**src/rtl/meas_pkg.sv**
```systemverilog
// rtl/meas_pkg.sv - shared FSM state and mode encodings for the pulse counter
package meas_pkg;
  typedef enum logic [1:0] {
    IDLE    = 2'd0,
    MEASURE = 2'd1,
    LATCH   = 2'd2
  } state_e;

  localparam logic MODE_CONT   = 1'b0;
  localparam logic MODE_SINGLE = 1'b1;
endpackage

```
**src/rtl/bit_synchronizer.sv**
```systemverilog
// rtl/bit_synchronizer.sv - multi-stage flop synchroniser for a vector of async bits
module bit_synchronizer #(
  parameter int WIDTH = 1,
  parameter int DEPTH = 2
) (
  input  logic             clk_i,
  input  logic             rst_i,
  input  logic [WIDTH-1:0] d_i,
  output logic [WIDTH-1:0] q_o
);
  logic [WIDTH-1:0] stage_q [DEPTH];

  always_ff @(posedge clk_i or posedge rst_i) begin
    if (rst_i) begin
      for (int i = 0; i < DEPTH; i++) stage_q[i] <= '0;
    end else begin
      stage_q[0] <= d_i;
      for (int i = 1; i < DEPTH; i++) stage_q[i] <= stage_q[i-1];
    end
  end

  assign q_o = stage_q[DEPTH-1];
endmodule

```
**src/rtl/multichannel_pulse_counter.sv**
```systemverilog
// rtl/multichannel_pulse_counter.sv - windowed high/low clock counter over one of NUM_CH pulse streams
module multichannel_pulse_counter
  import meas_pkg::*;
#(
  parameter int NUM_CH      = 2,
  parameter int CH_W        = (NUM_CH > 1) ? $clog2(NUM_CH) : 1,
  parameter int CNT_W       = 24,
  parameter int WINDOW      = 20000,
  parameter int SYNC_STAGES = 2
) (
  input  logic              clk,
  input  logic              reset,
  input  logic [CH_W-1:0]   ch_sel,
  input  logic [NUM_CH-1:0] cnt_in,
  input  logic [NUM_CH-1:0] cnt_en,
  input  logic              mode,
  input  logic              start,
  output logic [CNT_W-1:0]  count_p,
  output logic [CNT_W-1:0]  count_m,
  output logic [CH_W-1:0]   ch_out,
  output logic              overflow,
  output logic              valid,
  output logic              busy
);
  localparam int               WIN_W    = (WINDOW > 1) ? $clog2(WINDOW) : 1;
  localparam logic [WIN_W-1:0] WIN_LAST = WIN_W'(WINDOW - 1);
  localparam logic [CNT_W-1:0] CNT_MAX  = '1;
  localparam logic [CH_W:0]    NUM_CH_V = (CH_W + 1)'(NUM_CH);

  logic [2*NUM_CH-1:0] sync_w;
  logic [NUM_CH-1:0]   sync_in, sync_en;
  logic [CH_W-1:0]     ch_req, ch_d, ch_q;
  logic                sample_in_q, sample_en_q;
  logic [CNT_W-1:0]    acc_p_d, acc_p_q, acc_m_d, acc_m_q;
  logic                ovf_d, ovf_q;
  logic [WIN_W-1:0]    win_q;
  state_e              state_q;
  logic [CNT_W-1:0]    count_p_q, count_m_q;
  logic [CH_W-1:0]     ch_out_q;
  logic                overflow_q, valid_q, busy_q;

  bit_synchronizer #(
    .WIDTH (2 * NUM_CH),
    .DEPTH (SYNC_STAGES)
  ) u_sync (
    .clk_i (clk),
    .rst_i (reset),
    .d_i   ({cnt_en, cnt_in}),
    .q_o   (sync_w)
  );

  assign sync_in = sync_w[NUM_CH-1:0];
  assign sync_en = sync_w[2*NUM_CH-1:NUM_CH];
  assign ch_req  = ({1'b0, ch_sel} < NUM_CH_V) ? ch_sel : '0;

  // Channel is frozen only inside a window; the sample stage follows the channel of the next cycle.
  assign ch_d = (state_q == MEASURE) ? ch_q : ch_req;

  always_ff @(posedge clk or posedge reset) begin
    if (reset) begin
      ch_q        <= '0;
      sample_in_q <= 1'b0;
      sample_en_q <= 1'b0;
    end else begin
      ch_q        <= ch_d;
      sample_in_q <= sync_in[ch_d];
      sample_en_q <= sync_en[ch_d];
    end
  end

  always_comb begin
    acc_p_d = acc_p_q;
    acc_m_d = acc_m_q;
    ovf_d   = ovf_q;
    if (sample_en_q) begin
      if (sample_in_q) begin
        if (acc_p_q == CNT_MAX) ovf_d = 1'b1;
        else                    acc_p_d = acc_p_q + 1'b1;
      end else begin
        if (acc_m_q == CNT_MAX) ovf_d = 1'b1;
        else                    acc_m_d = acc_m_q + 1'b1;
      end
    end
  end

  always_ff @(posedge clk or posedge reset) begin
    if (reset) begin
      state_q    <= IDLE;
      acc_p_q    <= '0;
      acc_m_q    <= '0;
      ovf_q      <= 1'b0;
      win_q      <= '0;
      count_p_q  <= '0;
      count_m_q  <= '0;
      ch_out_q   <= '0;
      overflow_q <= 1'b0;
      valid_q    <= 1'b0;
      busy_q     <= 1'b0;
    end else begin
      valid_q <= 1'b0;
      unique case (state_q)
        IDLE: begin
          if (mode == MODE_CONT || start) begin
            state_q <= MEASURE;
            busy_q  <= 1'b1;
            acc_p_q <= '0;
            acc_m_q <= '0;
            ovf_q   <= 1'b0;
            win_q   <= '0;
          end
        end
        MEASURE: begin
          acc_p_q <= acc_p_d;
          acc_m_q <= acc_m_d;
          ovf_q   <= ovf_d;
          win_q   <= win_q + 1'b1;
          if (win_q == WIN_LAST) begin
            state_q    <= LATCH;
            count_p_q  <= acc_p_d;
            count_m_q  <= acc_m_d;
            overflow_q <= ovf_d;
            ch_out_q   <= ch_q;
            valid_q    <= 1'b1;
          end
        end
        LATCH: begin
          acc_p_q <= '0;
          acc_m_q <= '0;
          ovf_q   <= 1'b0;
          win_q   <= '0;
          if (mode == MODE_CONT) begin
            state_q <= MEASURE;
          end else begin
            state_q <= IDLE;
            busy_q  <= 1'b0;
          end
        end
        default: state_q <= IDLE;
      endcase
    end
  end

  assign count_p  = count_p_q;
  assign count_m  = count_m_q;
  assign ch_out   = ch_out_q;
  assign overflow = overflow_q;
  assign valid    = valid_q;
  assign busy     = busy_q;
endmodule
```
**config.mk**
```make
export PLATFORM = sky130hd
export DESIGN_NAME = multichannel_pulse_counter
export DESIGN_NICKNAME = d
export VERILOG_FILES = /design/src/rtl/meas_pkg.sv /design/src/rtl/bit_synchronizer.sv /design/src/rtl/multichannel_pulse_counter.sv
export SDC_FILE = /design/constraint.sdc
export NUM_CORES = 1
export LEC_CHECK = 0
export CORE_MARGIN = 2
export CORE_UTILIZATION = 25
export CTS_BUF_LIST = sky130_fd_sc_hd__clkbuf_2
export CTS_CLUSTER_DIAMETER = 80
export CTS_CLUSTER_SIZE = 16
export DETAILED_ROUTE_END_ITERATION = 7
export PLACE_DENSITY = 0.49
export SLEW_MARGIN = 20
export SYNTH_ARGS = -nofsm -noshare
export SYNTH_HDL_FRONTEND = slang
export SYNTH_SLANG_ARGS = --single-unit
```
**constraint.sdc**
```tcl
create_clock -name clk -period 5.1 [get_ports clk]
set_clock_uncertainty 0.2 [all_clocks]
set_input_delay 1.275 -clock clk [delete_from_list [all_inputs] [get_ports clk]]
set_output_delay 1.275 -clock clk [all_outputs]
set_load 0.05 [all_outputs]
```
# Yosys cells after proc, flatten, opt, wreduce, memory -nomap -nowiden
# Index checks and enable logic that the tools add are counted.
# word_totals
ff_bits,129
input_bits,9
elab_cells,68
output_inout_bits,52
# op_classes
n_addsub,3
eq_ne,8
mux,31
n_reduce_logical,8
bitwise,1
n_lt_le_gt_ge,1
# op_table
cell,n
two-way mux 24 bit,7
one-hot mux 24 bit (3 select lines),2
"adder 24 x 1 -> 24 bit, second input constant",2
"== test 24 bit, second input constant",2
one-hot mux 15 bit (3 select lines),1
"adder 15 x 1 -> 15 bit, second input constant",1
"== test 15 bit, second input constant",1
two-way mux 1 bit,15
two-way mux 15 bit,1
one-hot mux 2 bit (3 select lines),1
AND reduction 2 bit,3
two-way mux 2 bit,2
"inequality test 2 bit, second input constant",2
one-hot mux 1 bit (3 select lines),1
AND reduction 3 bit,1
nonzero test 3 bit,1
"== test 2 x 1 -> 1 bit, second input constant",1
"== test 2 bit, second input constant",1
logical NOT 2 bit,1
"less-than comparator 1 x 2 -> 1 bit, second input constant",1
"inequality test 2 x 1 -> 1 bit, second input constant",1
one-hot mux 1 bit (2 select lines),1
nonzero test 2 bit,1
logical OR 1 bit,1
inverter 1 bit,1

# Depth between registers and ports, before layout
# logic_depth
ltp_word,5
mapped_depth,9
depth_no_buf,6

# By module
# Synthesis repeated with hierarchy kept, for this count alone.
# hier_totals
cells_unflattened,725
area_unflattened_um2,6732.7
# modules_own_cells
mod,area_per_inst_um2,cells_per_inst,n_inst,seq_area_each_um2
multichannel_pulse_counter,6498.7,712,1,3027.9
bit_synchronizer,234.0,13,1,200.2

# Worst setup path after synthesis
# No wires, ideal clock.
# synth_timing
kind,input port to flip-flop
from,input port start
to,register acc_m_q[8]
setup_time_ns,0.110
path_buffers,1
path_stages,5
arrival_ns,2.372
required_time_ns,4.790
slack_ns,2.418
cell_sequence,nor4b_1 > a21o_1 > clkbuf_1 > o311ai_0 > o41ai_1
# synth_between
elab_chain_cells,3
# synth_rtl
item,line,text
from (decl),multichannel_pulse_counter.sv:17,"input logic start,"
logical OR 1 bit,multichannel_pulse_counter.sv:103,if (mode == MODE_CONT || start) begin
inequality test 2 bit (no source line),--,
AND reduction 2 bit (no source line),--,
to (signal assigned),multichannel_pulse_counter.sv:114,acc_m_q <= acc_m_d;
to (decl),multichannel_pulse_counter.sv:34,"logic [CNT_W-1:0] acc_p_d, acc_p_q, acc_m_d, acc_m_q;"
# Every way passes these cells.
# A chain may end at the register's enable or synchronous reset.

# Worst setup path after layout
# layout_timing
from,"register count_m_q[21], in the netlist count_m[21]"
to,output port count_m[21]
# layout_lines
item,line,text
from (decl),multichannel_pulse_counter.sv:38,"logic [CNT_W-1:0] count_p_q, count_m_q;"
from (signal assigned),multichannel_pulse_counter.sv:120,count_m_q <= acc_m_d;
to (decl),multichannel_pulse_counter.sv:19,"output logic [CNT_W-1:0] count_m,"
# No word-level cell between the ends.

==> flow_summary_export.csv <==
group,metric,value,unit
run,maxCapViolCount,0,
layout,area_delta_synth_final,17.7,%
power_and_ir_drop,cellLeakagePower,3.11,nW
setup_path,worstPathArrival,1.97,ns
sta,worst_pin_slew,1.10,ns
setup_path,rrSetupSlack,2.12,ns
synth,ys.flop_type,"dfrtp_1",
sta,rsz0062_at_grt,"false",
setup_path,crit_slowest_cell,"clkdlybuf4s50_1",
clocking,clkTransAtPathRegs,0.20,ns
synth,synth.area.top_cells,"dfrtp_1 (49%), o21ai_0 (6.9%), nand2_1 (5.9%), xnor2_1 (5.0%), a21oi_1 (2.7%)",
layout,drive_above_1_share,7.45,%
drt,avgViaCountPerCell,4.94,
synth,postSynthCellCount,717,
placement,hpwlAfterDp,11500,um
global_route,grt_pass1_wl,29000,um
clocking,htreeDepth,4,
sta,hold_viol_final,0,
synth,yosys_warnings,0,
setup_path,cpLargestDelayFamily,"buffers and inverters",
clocking,cts_resized,0,
hold_path,worstHoldStart,"u_sync.stage_q[4]",
synth,syn_area_per_cell,9.20,um^2
floorplanning,core,0.0260,mm^2
clocking,cts_setup_buffers,0,
clocking,cts.sinks,129,
floorplanning,die_area,0.0277,mm^2
sta,period_needed,3.44,ns
placement,gp_congestion,0.759,
floorplanning,die_h,166,um
floorplanning,row_count,59,
sta,timing.hold.ws,0.170,ns
sta,fmax,0.290,GHz
setup_path,path_cells,"clkdlybuf4s50_1",
synth,synth_cell_type_count,51,
drt,drt-total-wl,17100,um
power_and_ir_drop,power.density,317,mW/mm^2
clocking,insertion_delay,0.70,ns
setup_path,rr_startpoint,"win_q[8]",
layout,final_common_cell,"dfrtp_1",
synth,yosysTopAreaCell,"dfrtp_1",
setup_path,crit_path_end_kind,"output pin",
power_and_ir_drop,swShare,34.0,%
global_route,grt_pass1_vias,5453,
synth,ys_async_sr_fraction,100,%
power_and_ir_drop,pwr-share-seq,55.3,%
synth,post-synth-top-area-fraction,48.9,%
power_and_ir_drop,irDropWorstVdd,134,uV
power_and_ir_drop,clock_power_share,27.7,%
sta,drv_slew,0,
sta,setup_tns,0,ns
global_route,grt_overflow,0,
global_route,grt_max_degree,64,
drt,dr.pass1.iters,5,
clocking,cts_tree,"yes",
floorplanning,fp.dieW,166,um
outcome,status,"complete, no violations",
drt,vias,5444,
drt,drtIter0Drc,417,
clocking,cts-hold-fix-buffers,0,
synth,synth_edf_count,0,
setup_path,path_class,"flop to output pin",
layout,nets,764,
hold_path,hold_class,"flop to flop",
global_route,grt_usage,12.9,%
setup_path,crit_start,"count_m[21]",
global_route,antenna_found_initial,1,
layout,nFillCells,2794,
clocking,max-clock-path-buffers,2,
clocking,numCtsBuffers,17,
synth,synth-seq-cells,129,
power_and_ir_drop,p_switching,0.000837,W
placement,port_buffers,60,
power_and_ir_drop,internal_power,0.00162,W
setup_path,critical_path.max_fanout,2,
synth,ys_seq_area_share,48.9,%
drt,antenna_left,0,
sta,min_period_over_period,67.5,%
drt,drc,0,
sta,relSlewSlack,25.9,%
setup_path,required,3.62,ns
drt,routedWlPerCell,15.6,um
floorplanning,ioPinCount,61,
synth,syn_area,0.00660,mm^2
setup_path,path_buf_inv,1,
setup_path,slowest_delay,0.82,ns
synth,synth_fp_nets,729,
power_and_ir_drop,comb_power_share,17.0,%
clocking,clockRootBuffer,"clkbuf_2",
layout,mostFrequentLayoutCells,"dfrtp_1 (129), nand2_1 (104), o21ai_0 (91)",
setup_path,start_kind,"flop",
floorplanning,initial_utilization,25.4,%
sta,setup_violations,0,
## cell families (layout without fill, tap and decap cells)
group                    count (synthesis)  count (layout)  synth area share, %
other                                    0               1                    0
XOR/XNOR                                44              44                 5.84
AND/OR/NAND/NOR                        241             241                 18.6
adder cells (fa/ha/maj)                  3               3                0.569
AO/OA/AOI/OAI                          217             217                 20.2
flip-flops                             129             129                 48.9
buffers and inverters                   73             121                 4.29
multiplexers                            10              10                 1.57
## area by class of cell
class / count / area (um^2) / share of cell area (%)
clock buffers: 18 / 90.1 / 1.16
multi-input cells: 515 / 3110 / 40.0
inverters: 21 / 81.3 / 1.05
clock inverters: 14 / 165 / 2.13
diodes: 1 / 2.50 / 0.0322
repair buffers: 68 / 673 / 8.67
flip-flops and latches: 129 / 3230 / 41.6
well taps: 335 / 419 / 5.40
## cell usage after synthesis (4+ instances only)
master    number
nor2_1        15
dfrtp_1      129
and4_1        12
and3_1         6
nand2b_1       6
inv_1         21
a211oi_1      14
buf_2          7
nor3_1        10
o22ai_1        4
or4_1          8
nor4_1        11
a41oi_1        5
nand2_1      104
or3_1          7
nand4_1       19
xor2_1         6
a22o_1         4
and2_1         5
or2_2          4
xnor2_1       38
mux2i_1        7
a31oi_1       24
a21oi_1       35
o211ai_1       8
clkbuf_1      42
o311ai_0       7
a21o_1         5
o21ai_0       91
nand3_1       23
## through the flow
| step | instance area, um^2 | worst slack, ns | cells | utilization, % | total power (W) |
|---|---|---|---|---|---|
| final | 7760 | 1.66 | 1101 | 29.9 | 0.00246 |
| after global routing | 7760 | 1.54 | 1101 | 29.9 | 0.00264 |
| after CTS | 7760 | 1.56 | 1100 | 29.9 | 0.00250 |
| after detailed placement | 7510 | 1.23 | 1068 | 28.9 | 0.00180 |
| after global placement | 7510 | 1.28 | 1068 | 28.9 | 0.00179 |
| after floorplan | 6600 | 0.184 | 717 | - | 0.00167 |
## routing by layer
layer  global-route usage, %  up-vias  wire, um
li1                        -     2678         -
met4                    3.67        0       191
met5                       0        -         0
met2                    20.5       96      7900
met3                    2.71       11       551
met1                    17.7     2659      8480
## final timing paths
check | depth (start not counted) | to
hold reg to reg | 0 | u_sync.q_o[0]
setup reg to reg | 5 | count_p[12]
setup / recovery | 1 | count_m[21]
min in group asynchronous | 2 | count_m[15]
max in group asynchronous | 3 | acc_p_q[17]
hold / removal | 0 | u_sync.q_o[0]
## power groups by stage
stage | Sequential [W] | Combinational (W) | Clock (W)
2_1_floorplan | 0.00130 | 0.000368 | 0
3_3_place_gp | 0.00137 | 0.000420 | 0
3_5_place_dp | 0.00138 | 0.000425 | 0
4_1_cts | 0.00136 | 0.000426 | 0.000712
5_1_grt | 0.00139 | 0.000486 | 0.000757
6_report | 0.00136 | 0.000418 | 0.000680
## flip-flops by register name, summed over array words and instances (netlist names)
register and flops:
acc_m_q 24, acc_p_q 24, count_m 24, count_p 24
win_q 15, u_sync.q_o 4, u_sync.stage_q 4, state_q 2
busy 1, ch_out 1, ch_q 1, overflow 1
ovf_q 1, sample_en_q 1, sample_in_q 1, valid 1
No activity file was read; power rests on OpenSTA's default activity.
